<file path="src/rtl/axil_timeout_guard_pkg.sv">
// Shared channel state and AXI response codes
// for the AXI-lite response-timeout guard.
package axil_timeout_guard_pkg;

  typedef enum logic [2:0] {
    IDLE,
    ISSUE,
    WAIT,
    RESP,
    DRAIN
  } chan_state_t;

  localparam logic [1:0] RESP_OKAY   = 2'b00;
  localparam logic [1:0] RESP_SLVERR = 2'b10;

endpackage

</file>
<file path="src/rtl/axil_timeout_timer.sv">
// Response-phase timer: clear/enable up-counter.
// Ports: clk, rst, clear, enable in; expired out (count == TIMEOUT-1).
module axil_timeout_timer #(
  parameter int TIMEOUT = 1024
) (
  input  logic clk,
  input  logic rst,
  input  logic clear,
  input  logic enable,
  output logic expired
);

  localparam int W = $clog2(TIMEOUT);
  localparam logic [W-1:0] LAST = W'(TIMEOUT - 1);

  logic [W-1:0] count;

  always_ff @(posedge clk or posedge rst) begin
    if (rst) begin
      count <= '0;
    end else if (clear) begin
      count <= '0;
    end else if (enable) begin
      count <= count + W'(1);
    end
  end

  assign expired = (count == LAST);

endmodule

</file>
<file path="src/rtl/axil_timeout_guard.sv">
// AXI-lite response-timeout guard: one write and one read in flight,
// SLVERR on timeout, late slave responses drained silently.
// Ports: clk, rst; s_axil_* upstream; m_axil_* downstream;
// wr_timeout/rd_timeout pulses; wr/rd_timeout_count when
// AXIL_TIMEOUT_GUARD_STATS_EN is defined.
module axil_timeout_guard
  import axil_timeout_guard_pkg::*;
#(
  parameter int ADDR_WIDTH = 32,
  parameter int DATA_WIDTH = 32,
  parameter int STRB_WIDTH = DATA_WIDTH / 8,
  parameter int TIMEOUT    = 1024,
  parameter int STAT_WIDTH = 16
) (
  input  logic                  clk,
  input  logic                  rst,
  input  logic [ADDR_WIDTH-1:0] s_axil_awaddr,
  input  logic [2:0]            s_axil_awprot,
  input  logic                  s_axil_awvalid,
  output logic                  s_axil_awready,
  input  logic [DATA_WIDTH-1:0] s_axil_wdata,
  input  logic [STRB_WIDTH-1:0] s_axil_wstrb,
  input  logic                  s_axil_wvalid,
  output logic                  s_axil_wready,
  output logic [1:0]            s_axil_bresp,
  output logic                  s_axil_bvalid,
  input  logic                  s_axil_bready,
  input  logic [ADDR_WIDTH-1:0] s_axil_araddr,
  input  logic [2:0]            s_axil_arprot,
  input  logic                  s_axil_arvalid,
  output logic                  s_axil_arready,
  output logic [DATA_WIDTH-1:0] s_axil_rdata,
  output logic [1:0]            s_axil_rresp,
  output logic                  s_axil_rvalid,
  input  logic                  s_axil_rready,
  output logic [ADDR_WIDTH-1:0] m_axil_awaddr,
  output logic [2:0]            m_axil_awprot,
  output logic                  m_axil_awvalid,
  input  logic                  m_axil_awready,
  output logic [DATA_WIDTH-1:0] m_axil_wdata,
  output logic [STRB_WIDTH-1:0] m_axil_wstrb,
  output logic                  m_axil_wvalid,
  input  logic                  m_axil_wready,
  input  logic [1:0]            m_axil_bresp,
  input  logic                  m_axil_bvalid,
  output logic                  m_axil_bready,
  output logic [ADDR_WIDTH-1:0] m_axil_araddr,
  output logic [2:0]            m_axil_arprot,
  output logic                  m_axil_arvalid,
  input  logic                  m_axil_arready,
  input  logic [DATA_WIDTH-1:0] m_axil_rdata,
  input  logic [1:0]            m_axil_rresp,
  input  logic                  m_axil_rvalid,
  output logic                  m_axil_rready,
  output logic                  wr_timeout,
  output logic                  rd_timeout
`ifdef AXIL_TIMEOUT_GUARD_STATS_EN
  ,
  output logic [STAT_WIDTH-1:0] wr_timeout_count,
  output logic [STAT_WIDTH-1:0] rd_timeout_count
`endif
);

  chan_state_t wr_st, rd_st;
  logic wr_late, rd_late;
  logic wr_expired, rd_expired;
  logic wr_accept, rd_accept;
  logic aw_fin, w_fin, ar_fin;
  logic wr_to_evt, rd_to_evt;
  logic wr_in_wait, rd_in_wait;

  assign wr_in_wait = (wr_st == WAIT);
  assign rd_in_wait = (rd_st == WAIT);

  // AW and W are only taken together, so ready follows both valids.
  assign wr_accept = (wr_st == IDLE)
                   & s_axil_awvalid & s_axil_wvalid;
  assign rd_accept = (rd_st == IDLE) & s_axil_arvalid;
  assign s_axil_awready = wr_accept;
  assign s_axil_wready  = wr_accept;
  assign s_axil_arready = rd_accept;

  assign aw_fin = !m_axil_awvalid || m_axil_awready;
  assign w_fin  = !m_axil_wvalid  || m_axil_wready;
  assign ar_fin = !m_axil_arvalid || m_axil_arready;

  // A real response in the expiry cycle takes priority.
  assign wr_to_evt = wr_in_wait && !m_axil_bvalid && wr_expired;
  assign rd_to_evt = rd_in_wait && !m_axil_rvalid && rd_expired;

  axil_timeout_timer #(.TIMEOUT(TIMEOUT)) u_wr_timer (
    .clk     (clk),
    .rst     (rst),
    .clear   (!wr_in_wait),
    .enable  (wr_in_wait),
    .expired (wr_expired)
  );

  axil_timeout_timer #(.TIMEOUT(TIMEOUT)) u_rd_timer (
    .clk     (clk),
    .rst     (rst),
    .clear   (!rd_in_wait),
    .enable  (rd_in_wait),
    .expired (rd_expired)
  );

  always_ff @(posedge clk or posedge rst) begin
    if (rst) begin
      wr_st          <= IDLE;
      wr_late        <= 1'b0;
      wr_timeout     <= 1'b0;
      m_axil_awaddr  <= '0;
      m_axil_awprot  <= '0;
      m_axil_awvalid <= 1'b0;
      m_axil_wdata   <= '0;
      m_axil_wstrb   <= '0;
      m_axil_wvalid  <= 1'b0;
      m_axil_bready  <= 1'b0;
      s_axil_bvalid  <= 1'b0;
      s_axil_bresp   <= RESP_OKAY;
    end else begin
      wr_timeout <= 1'b0;
      unique case (wr_st)
        IDLE: if (wr_accept) begin
          m_axil_awaddr  <= s_axil_awaddr;
          m_axil_awprot  <= s_axil_awprot;
          m_axil_wdata   <= s_axil_wdata;
          m_axil_wstrb   <= s_axil_wstrb;
          m_axil_awvalid <= 1'b1;
          m_axil_wvalid  <= 1'b1;
          wr_st          <= ISSUE;
        end
        ISSUE: begin
          if (m_axil_awready) m_axil_awvalid <= 1'b0;
          if (m_axil_wready)  m_axil_wvalid  <= 1'b0;
          if (aw_fin && w_fin) begin
            m_axil_bready <= 1'b1;
            wr_st         <= WAIT;
          end
        end
        WAIT: if (m_axil_bvalid) begin
          s_axil_bresp  <= m_axil_bresp;
          s_axil_bvalid <= 1'b1;
          m_axil_bready <= 1'b0;
          wr_late       <= 1'b0;
          wr_st         <= RESP;
        end else if (wr_to_evt) begin
          s_axil_bresp  <= RESP_SLVERR;
          s_axil_bvalid <= 1'b1;
          m_axil_bready <= 1'b0;
          wr_timeout    <= 1'b1;
          wr_late       <= 1'b1;
          wr_st         <= RESP;
        end
        RESP: if (s_axil_bready) begin
          s_axil_bvalid <= 1'b0;
          m_axil_bready <= wr_late;
          wr_st         <= wr_late ? DRAIN : IDLE;
        end
        DRAIN: if (m_axil_bvalid) begin
          m_axil_bready <= 1'b0;
          wr_late       <= 1'b0;
          wr_st         <= IDLE;
        end
        default: wr_st <= IDLE;
      endcase
    end
  end

  always_ff @(posedge clk or posedge rst) begin
    if (rst) begin
      rd_st          <= IDLE;
      rd_late        <= 1'b0;
      rd_timeout     <= 1'b0;
      m_axil_araddr  <= '0;
      m_axil_arprot  <= '0;
      m_axil_arvalid <= 1'b0;
      m_axil_rready  <= 1'b0;
      s_axil_rvalid  <= 1'b0;
      s_axil_rresp   <= RESP_OKAY;
      s_axil_rdata   <= '0;
    end else begin
      rd_timeout <= 1'b0;
      unique case (rd_st)
        IDLE: if (rd_accept) begin
          m_axil_araddr  <= s_axil_araddr;
          m_axil_arprot  <= s_axil_arprot;
          m_axil_arvalid <= 1'b1;
          rd_st          <= ISSUE;
        end
        ISSUE: if (ar_fin) begin
          m_axil_arvalid <= 1'b0;
          m_axil_rready  <= 1'b1;
          rd_st          <= WAIT;
        end
        WAIT: if (m_axil_rvalid) begin
          s_axil_rdata  <= m_axil_rdata;
          s_axil_rresp  <= m_axil_rresp;
          s_axil_rvalid <= 1'b1;
          m_axil_rready <= 1'b0;
          rd_late       <= 1'b0;
          rd_st         <= RESP;
        end else if (rd_to_evt) begin
          s_axil_rdata  <= '0;
          s_axil_rresp  <= RESP_SLVERR;
          s_axil_rvalid <= 1'b1;
          m_axil_rready <= 1'b0;
          rd_timeout    <= 1'b1;
          rd_late       <= 1'b1;
          rd_st         <= RESP;
        end
        RESP: if (s_axil_rready) begin
          s_axil_rvalid <= 1'b0;
          m_axil_rready <= rd_late;
          rd_st         <= rd_late ? DRAIN : IDLE;
        end
        DRAIN: if (m_axil_rvalid) begin
          m_axil_rready <= 1'b0;
          rd_late       <= 1'b0;
          rd_st         <= IDLE;
        end
        default: rd_st <= IDLE;
      endcase
    end
  end

`ifdef AXIL_TIMEOUT_GUARD_STATS_EN
  always_ff @(posedge clk or posedge rst) begin
    if (rst) begin
      wr_timeout_count <= '0;
      rd_timeout_count <= '0;
    end else begin
      if (wr_to_evt && !(&wr_timeout_count))
        wr_timeout_count <= wr_timeout_count + STAT_WIDTH'(1);
      if (rd_to_evt && !(&rd_timeout_count))
        rd_timeout_count <= rd_timeout_count + STAT_WIDTH'(1);
    end
  end
`endif

endmodule

</file>
<file path="config.mk">
export PLATFORM = sky130hd
export DESIGN_NAME = axil_timeout_guard
export DESIGN_NICKNAME = d
export VERILOG_FILES = /design/src/rtl/axil_timeout_guard_pkg.sv /design/src/rtl/axil_timeout_timer.sv /design/src/rtl/axil_timeout_guard.sv
export SDC_FILE = /design/constraint.sdc
export NUM_CORES = 1
export LEC_CHECK = 0
export BUFFER_PORTS_ARGS = -buffer_cell sky130_fd_sc_hd__buf_2
export CAP_MARGIN = 20
export CORE_ASPECT_RATIO = 1.4
export CORE_MARGIN = 2
export CORE_UTILIZATION = 50
export CTS_CLUSTER_DIAMETER = 150
export DETAILED_ROUTE_END_ITERATION = 8
export PLACE_DENSITY = 0.89
export REMOVE_ABC_BUFFERS = 1
export SETUP_SLACK_MARGIN = 0.5
export SYNTH_ARGS = -nofsm -noshare
export SYNTH_HDL_FRONTEND = slang
export SYNTH_SLANG_ARGS = --single-unit
</file>
<file path="constraint.sdc">
create_clock -name clk -period 14.9 [get_ports clk]
set_input_delay 0 -clock clk [delete_from_list [all_inputs] [get_ports clk]]
set_output_delay 0 -clock clk [all_outputs]
set_load 0.01 [all_outputs]
</file>
==> results of run 1 <==
[layout make-up]
| type | count | area (um2) |
|---|---|---|
| Clock buffer | 19 | 453 |
| Clock inverter | 11 | 199 |
| Sequential cell | 179 | 4480 |
| Tap cell | 185 | 231 |
| Timing Repair Buffer | 465 | 3130 |
| Fill cell | 714 | 2890 |
| Inverter | 8 | 35.0 |
| Multi-Input combinational cell | 292 | 2420 |
| Antenna cell | 2 | 5.00 |
[where the power goes]
group / switching (mW) / internal, mW / leakage [nW]
clock network: 0.183 / 0.307 / 0.309
logic: 0.370 / 0.388 / 2.79
registers: 0.147 / 0.697 / 2.20
[critical path: cells and delay by family (launching register included)]
family	cells	cell delay [ps]
buffers and inverters	2	1000
DFF	1	540
and+or+nand+nor	1	580
[cells by family after synthesis]
family	count (synthesis)	share of synthesized area [%]
multiplexers	108	17.1
AND/OR/NAND/NOR	92	6.80
buffers and inverters	36	2.63
flip-flops	179	63.3
AO/OA/AOI/OAI	73	7.70
XOR/XNOR	17	2.10
adder cells (fa/ha/maj)	2	0.353
[placed cells by master, fill, tap and decap left out, drive strengths merged, types with 3 or more instances in the layout]
master	Yosys	final
nor2	27	27
dlygate4sd3	0	153
o21ai	12	12
a22o	35	35
xor2	11	11
nor3	3	3
dfrtp	179	179
a21oi	9	9
mux2	106	106
inv	8	11
nand3	7	7
clkinvlp	0	3
clkbuf	8	19
bufinv	0	5
nand2b	4	4
buf	20	312
xnor2	6	6
nor2b	4	4
nor4b	3	3
nand2	23	23
and3	5	5
nand3b	4	4
and4	3	3
or3	3	3
o31ai	5	5
[registers in the layout (all words and copies together), names as in the netlist, 4 cells and up]
name	cells
m_axil_araddr	32
m_axil_awaddr	32
m_axil_wdata	32
s_axil_rdata	32
u_rd_timer.count	10
u_wr_timer.count	10
m_axil_wstrb	4
[metal layers]
metal / vias to the layer above / global-route usage, % / part of all wire (%)
met5: - / 0 / 0
met1: 3002 / 30.8 / 37
met2: 287 / 51.3 / 53
met4: 0 / 11.4 / 3.0
met3: 46 / 7.70 / 6.8
li1: 2713 / - / -
[path summary, 6_finish.rpt]
kind                              startpoint                end  slack, ps
max                                 wr_st[0]     s_axil_awready      12290
min                           s_axil_awvalid    m_axil_wdata[1]        210
max reg2reg                         wr_st[0]  m_axil_awaddr[22]      12410
min reg2reg                m_axil_awaddr[28]  m_axil_awaddr[28]        490
max in group asynchronous                rst   m_axil_wdata[23]      13050
min in group asynchronous                rst  m_axil_araddr[25]        390
[what timing repair did]
| action | in CTS | in global routing |
|---|---|---|
| hold buffers | 153 | 0 |
| gates resized for setup | 0 | 0 |
| hold endpoints to repair | 258 | 0 |
==> run_results.csv, run 1 <==
group,metric,value,unit
min_path,hold_depth,4,
finish,instances_no_fill,1161,
sta,drv_slew,0,
die,start_util,51.1,%
global_routing,grt_start_max_net_pins,106,
logic_synthesis,synth_area_leaders,"dfrtp_1 (63%), mux2_2 (16%), a22o_1 (4.3%)",
worst_setup_path,required,14900,ps
pwr,vdd_drop_max,0.000115,V
logic_synthesis,synth_area,7080,um2
drt,dr.pass1.iters,4,
drt,wl_per_cell,18.4,um
clocking,cts_root_buffer,"clkbuf_16",
global_routing,antenna_found_initial,1,
placement,hpwl,11600,um
clocking,clock-sinks,179,
drt,viasPerCell,5.21,
drt,ant_nets,0,
worst_setup_path,cp-start-kind,"register",
worst_setup_path,cp.arrival,2610,ps
logic_synthesis,synthArstFlopShare,100,%
pwr,power_density,191,nW/um2
sta,finalSetupViolCount,0,
die,chipHeight,145,um
sta,finClkSkew,11.6,ps
worst_setup_path,critical_path_class,"reg -> out",
worst_setup_path,endpoint_kind,"primary output",
worst_setup_path,worstPathMaxFanout,67,
finish,drive_gt1_share,45.9,%
clocking,clock_latency,410,ps
placement,port_buffers,307,
worst_setup_path,crit_chain,"nor4_4 -> buf_4 -> buf_2",
drt,drc,0,
logic_synthesis,synthCells,507,
sta,layout_setup_ws,12290,ps
logic_synthesis,yosys-top-cells-count,"dfrtp_1 (179), mux2_2 (101), a22o_1 (35)",
drt,vias,6048,
drt,drtIter0Drc,240,
clocking,cts_buffers,17,
sta,finalHoldViolCount,0,
logic_synthesis,ys_seq_area_share,63.3,%
finish,fin_area,11000,um2
placement,globalplace.congestion,0.794,
logic_synthesis,synth-edff-count,0,
logic_synthesis,ys_ff_latch,179,
finish,area_delta_synth_final,54.7,%
clocking,htreeDepth,4,
pwr,total_power,2.09,mW
die,fp.dieW,105,um
pwr,p_leak,5.30,nW
drt,wl,21300,um
sta,rsz0062_at_grt,"false",
clocking,path_clk_slew,60,ps
die,die_area,15100,um2
placement,dp_slack,12530,ps
placement,dp_cells,975,
placement,placed_area,8740,um2
global_routing,overflow,0,
finish,final_util,79.1,%
sta,slew_headroom,38.6,%
die,num_rows,51,
job,drv_cap,0,
sta,fmax,384,MHz
finish,nets,1119,
sta,timing.final.crit_share,17.5,%
clocking,post-cts-setup-buffers,0,
sta,tightest_slew,921,ps
logic_synthesis,synth_warnings,0,
worst_setup_path,slowest_delay,740,ps
worst_setup_path,worstRegToRegCells,3,
clocking,cts.path.max_buffers,2,
die,coreArea,13800,um2
sta,fin_crit,2610,ps
clocking,cts_tree,"done",
logic_synthesis,yosys_most_used_dff,"dfrtp_1",
logic_synthesis,yosys.area.top_type_share,63.3,%
logic_synthesis,synth_largest_area_cell,"dfrtp_1",
global_routing,first_global_vias,6401,
sta,tns,0,ps
sta,whs,208,ps
global_routing,grtUsageTotal,28.0,%
logic_synthesis,avgSynthCellArea,14.0,um2
global_routing,grt_pass1_wl,33100,um
logic_synthesis,post-synth-top-count-cell,"dfrtp_1",
outcome,status,"finished clean",
min_path,hp-class,"in -> reg",
die,io_pins,308,
logic_synthesis,synth.distinct_cells,45,
worst_setup_path,crit_slowest_cell,"buf_4",
Note: power is estimated with default switching activity, not from simulation.
==> run 2: changes to the inputs <==
CORE_UTILIZATION = 43   (was 50)
PLACE_DENSITY = 0.81   (was 0.89)
clock period = 2.3 ns   (was 14.9 ns; I/O delays follow)
==> run 2 against run 1 <==
Compared with the run above:
- clock power grew to 6.0 times the previous value
- die area grew 16%
- combinational power grew to 6.8 times the previous value
- largest power group unchanged
- flip-flop and latch count is the same
- worst setup slack lost 12000 ps
- clock-buffer cell count grew 1
- total power grew to 6.4 times the previous value
==> run_results.csv, run 2 (synthesized netlist as in run 1, its figures left out) <==
group,metric,value,unit
outcome,status,"finished clean",
drt,wl,20800,um
placement,globalplace.congestion,0.771,
sta,layout_setup_ws,565,ps
worst_setup_path,crit_path_start,"rd_st[0]",
sta,fin_crit,1730,ps
finish,nets,1138,
global_routing,grt_pass1_wl,32100,um
worst_setup_path,r2r-start,"rd_st[0]",
worst_setup_path,worstReg2RegEnd,"s_axil_rdata[20]",
die,io_pins,308,
worst_setup_path,cp-start-kind,"register",
worst_setup_path,critical_path_class,"reg -> reg",
worst_setup_path,critPathTopFamily,"simple AND/OR/NAND/NOR gates",
placement,hpwl,11500,um
placement,dp_slack,479,ps
die,start_util,43.8,%
sta,rsz0062_at_grt,"true",
finish,instances_no_fill,1194,
worst_setup_path,critical_path.endpoint,"s_axil_rdata[20]",
sta,drv_slew,0,
clocking,cts_buffers,17,
clocking,clock_latency,420,ps
pwr,p_int,8.93,mW
sta,timing.final.crit_share,75.4,%
min_path,hp-class,"in -> reg",
worst_setup_path,crit_chain,"or3b_1 -> buf_4 -> nor2_2 -> buf_4 -> a22o_1",
placement,port_buffers,307,
finish,area_delta_synth_final,58.0,%
drt,viasPerCell,5.08,
pwr,vdd_drop_max,0.000743,V
worst_setup_path,worstPathMaxFanout,12,
worst_setup_path,crit_buf_inv,2,
worst_setup_path,worstRegToRegCells,5,
finish,layout_commonest_cell,"buf_2",
die,coreArea,16200,um2
pwr,p_leak,5.40,nW
clocking,cts.path.max_buffers,2,
sta,finClkSkew,12.7,ps
sta,slew_headroom,64.5,%
clocking,cts_tree,"done",
global_routing,antenna_found_initial,0,
worst_setup_path,slowest_delay,490,ps
sta,finalSetupViolCount,0,
drt,vias,6065,
sta,finalHoldViolCount,0,
worst_setup_path,cp.arrival,2090,ps
drt,wl_per_cell,17.4,um
job,drv_cap,0,
worst_setup_path,crit_slowest_cell,"dfrtp_2",
global_routing,first_global_vias,6385,
worst_setup_path,cp.depth,5,
sta,fmax,576,MHz
pwr,power_density,1200,nW/um2
clocking,cts_root_buffer,"clkbuf_16",
finish,antenna_cells,0,
die,num_rows,55,
global_routing,overflow,0,
finish,drive_gt1_share,48.0,%
drt,dr.pass1.iters,4,
die,fp.dieW,112,um
pwr,total_power,13.4,mW
sta,tightest_slew,532,ps
finish,layout_common_cells,"buf_2 (307), dfrtp_1 (174), dlygate4sd3_1 (153), mux2_2 (101), a22o_1 (35)",
worst_setup_path,required,2660,ps
die,die_area,17500,um2
global_routing,grt_start_max_net_pins,57,
drt,drtIter0Drc,262,
pwr,p_sw_share,33.6,%
pwr,pwr-share-seq,40.0,%
drt,drc,0,
worst_setup_path,endpoint_kind,"register",
clocking,path_clk_slew,70,ps
worst_setup_path,reg2reg_slack,570,ps
clocking,clock-sinks,179,
pwr,share_comb_of_total_power,38.1,%
pwr,p_sw,4.51,mW
die,chipHeight,156,um
finish,final_util,69.2,%
pwr,clockPowerShare,21.9,%
drt,ant_nets,0,
finish,fillers,1030,
placement,dp_cells,999,
clocking,htreeDepth,4,
worst_setup_path,path_common_cell,"buf_4",
global_routing,grtUsageTotal,23.3,%
==> run 2: changes by cell type in the layout (fill, tap and decap cells not counted), sizes merged <==
cell    delta
bufbuf     +1
clkbuf     +2
buf       +17
diode      -2
clkinv     +4
bufinv     -3
==> run 2: worst min path at each step <==
| stage | end | cells after the start | startpoint |
|---|---|---|---|
| 2_1_floorplan | rd_timeout | 1 | m_axil_rvalid |
| 3_3_place_gp | m_axil_wdata[0] | 2 | rst |
| 3_5_place_dp | m_axil_awaddr[2] | 2 | rst |
| 4_1_cts | wr_st[0] | 5 | s_axil_awvalid |
| 5_1_grt | m_axil_awaddr[2] | 3 | rst |
| 6_report | wr_st[0] | 5 | s_axil_awvalid |
==> run 2: layout make-up <==
| cell class | instances | area, um2 | area share, % |
|---|---|---|---|
| inverters | 8 | 35.0 | 0.313 |
| clock buffers | 20 | 467 | 4.17 |
| repair buffers | 484 | 3370 | 30.1 |
| multi-input cells | 292 | 2440 | 21.8 |
| well taps | 199 | 249 | 2.23 |
| flip-flops and latches | 179 | 4490 | 40.1 |
| clock inverters | 12 | 144 | 1.29 |
==> run 2: power by group through the flow <==
stage,sequential [mW],clock [mW],combinational [mW]
final,5.38,2.94,5.12
after global routing,5.54,3.13,5.52
after CTS,5.30,3.01,4.91
after detailed placement,5.32,0,4.64
after global placement,5.28,0,4.52
after floorplan,5.94,0,1.96
==> run 2: what timing repair did <==
item,CTS,global route
gates cloned,1,1
setup endpoints to repair,46,38
pin swaps,3,2
hold buffers,153,0
setup buffers,3,5
endpoints found under the hold margin,206,0
gates resized for setup,5,9
==> run 2: worst reg2reg max path, cell delays in order (launching register included) <==
cell     delay, ps
dfrtp_2        490
or3b_1         440
buf_4          200
nor2_2         180
buf_4          210
a22o_1         150
==> run 2: routing by layer <==
layer	part of all wire, %	vias up	GRT usage, %
li1	-	2757	-
met1	36	2993	24.7
met2	55	273	44.0
met3	6.7	42	6.29
met4	2.3	0	8.13
met5	0	-	0
==> run 2: through the flow <==
stage	TNS, ps	instance area (um2)	hold slack (ps)
final	0	11200	176
after global routing	0	11200	248
after CTS	0	11100	135
after detailed placement	0	8890	98.2
after global placement	0	8890	100
after floorplan	-656400	6920	73.5
==> run 3: changes to the inputs <==
clock period = 1.5 ns   (was 2.3 ns; I/O delays follow)
==> run 3 against run 2 <==
Compared with the run above:
- the run now ends with setup timing left
- clock power increased by 72%
- largest cell class is now non-clock buffers
- die area unchanged
- fmax down 1.5%
- register-to-register slack got worse by 830 ps
- design area up 20%
- sequential share of layout area shrank 6.8 points
- critical path type unchanged
- core utilization grew 14 points
==> run_results.csv, run 3 (synthesized netlist as in run 1, its figures left out) <==
group,metric,value,unit
outcome,status,"finished with violations",
outcome,violations,"setup timing",
drt,wl,30200,um
drt,vias,7153,
sta,drv_slew,0,
worst_setup_path,endpoint_kind,"register",
worst_setup_path,critPathTopFamily,"buffers and inverters",
clocking,cts_root_buffer,"clkbuf_16",
pwr,vdd_drop_max,0.00137,V
drt,viasPerCell,5.46,
global_routing,grt_start_max_net_pins,49,
die,fp.dieW,112,um
worst_setup_path,cp-start-kind,"register",
pwr,power_density,1910,nW/um2
clocking,path_clk_slew,80,ps
pwr,p_leak,6.61,nW
placement,hpwl,12800,um
global_routing,overflow,0,
pwr,p_sw,8.98,mW
global_routing,first_global_vias,7399,
finish,final_util,83.3,%
finish,area_delta_synth_final,90.3,%
die,num_rows,55,
finish,fin_area,13500,um2
sta,fmax,568,MHz
die,io_pins,308,
drt,wl_per_cell,23.0,um
worst_setup_path,slowest_delay,440,ps
finish,drive_gt1_share,59.4,%
placement,placed_area,9280,um2
die,start_util,43.8,%
sta,layout_setup_ws,-262,ps
drt,drtIter0Drc,420,
global_routing,antenna_found_initial,2,
die,coreArea,16200,um2
pwr,pwr-share-seq,33.0,%
pwr,p_sw_share,34.8,%
sta,tightest_slew,510,ps
worst_setup_path,required,1800,ps
clocking,cts_buffers,17,
finish,nets,1253,
sta,whs,70.4,ps
finish,layout_commonest_cell,"buf_2",
pwr,clockPowerShare,19.6,%
sta,rsz0062_at_grt,"true",
clocking,cts_tree,"done",
placement,port_buffers,307,
drt,drc,0,
finish,instances_no_fill,1311,
sta,timing.final.crit_share,117,%
worst_setup_path,worstPathMaxFanout,8,
placement,dp_cells,1040,
sta,finalSetupViolCount,156,
clocking,clock_latency,420,ps
worst_setup_path,crit_buf_inv,3,
job,drv_cap,0,
sta,finClkSkew,11.7,ps
sta,fin_crit,1760,ps
clocking,htreeDepth,4,
clocking,cts.path.max_buffers,2,
worst_setup_path,crit_slowest_cell,"dfrtp_1",
worst_setup_path,critical_path_class,"reg -> reg",
worst_setup_path,crit_chain,"nor4_4 -> buf_12 -> buf_8 -> clkbuf_16 -> mux2_4",
sta,slew_headroom,66.0,%
drt,dr.pass1.iters,5,
die,die_area,17500,um2
global_routing,grtUsageTotal,29.2,%
die,chipHeight,156,um
pwr,p_int,16.8,mW
clocking,clock-sinks,179,
worst_setup_path,cp.arrival,2070,ps
pwr,share_comb_of_total_power,47.4,%
placement,globalplace.congestion,0.782,
drt,ant_nets,0,
global_routing,grt_pass1_wl,39700,um
finish,layout_common_cells,"buf_2 (298), dfrtp_1 (175), dlygate4sd3_1 (153), mux2_4 (106), buf_4 (58)",
sta,finalHoldViolCount,0,
min_path,hp-class,"in -> reg",
==> run 3: changes by cell type in the layout (fill, tap and decap cells not counted), moves of 8 or more <==
cell     change
nor2_4      +13
nor2_1      -18
nand2_1      -8
buf_6       +57
buf_12      +14
buf_4       +42
mux2_2     -101
mux2_4     +106
buf_2        -9
==> run 3: power by group through the flow <==
| stage | clock [mW] | sequential, mW | combinational, mW |
|---|---|---|---|
| finish | 5.05 | 8.52 | 12.2 |
| global route | 5.29 | 8.65 | 12.8 |
| CTS | 5.06 | 8.11 | 9.81 |
| detailed placement | 0 | 8.11 | 7.65 |
| global placement | 0 | 8.01 | 7.41 |
| floorplan | 0 | 9.10 | 2.96 |
==> run 3: path summary, 6_finish.rpt <==
kind	from	to	slack (ps)	cells after the start
worst max-delay path	wr_st[2]	m_axil_awprot[1]	-260	5
worst min-delay path	m_axil_rvalid	rd_st[2]	70	3
worst max register to register	wr_st[2]	m_axil_awprot[1]	-260	5
worst min register to register	m_axil_wstrb[1]	m_axil_wstrb[1]	510	1
max in group asynchronous	rst	m_axil_wdata[2]	770	4
min in group asynchronous	rst	u_wr_timer.count[5]	180	3
==> run 3: stage by stage <==
step / setup WS [ps] / setup TNS, ps / power (mW)
floorplan: -3720 / -906070 / 12.1
global placement: -97.3 / -8180 / 15.4
detailed placement: -164 / -13410 / 15.8
CTS: -143 / -12340 / 23.0
global route: -278 / -29820 / 26.7
finish: -262 / -25250 / 25.8
==> run 3: routing by layer <==
metal	GRT usage (%)	up-vias	part of all wire [%]
met5	0	-	0
met4	13.8	0	4.6
met3	6.72	116	6.6
met2	54.8	456	54
met1	30.6	3595	35
li1	-	2986	-
==> run 3: cell type report <==
cell class                 count  area (um2)
inverter                       8        35.0
sequential                   179        4480
clock inverter                13         220
multi-input combinational    292        3240
antenna                        2        5.00
timing repair buffer         599        4800
tap                          199         249
fill                         708        2700
clock buffer                  19         443
==> run 3: worst reg2reg max path, stage by stage, from the launching register on <==
cell and delay, ps:
dfrtp_1 440, nor4_4 400, buf_12 200, buf_8 130, clkbuf_16 160, mux2_4 320
==> run 3: repair_timing <==
action | 4_1_cts | 5_1_grt
resized for setup | 138 | 149
hold endpoints to repair | 205 | 0
hold buffers | 153 | 0
cloned | 7 | 4
setup endpoints to repair | 191 | 205
pin swaps | 36 | 29
setup buffers | 37 | 36
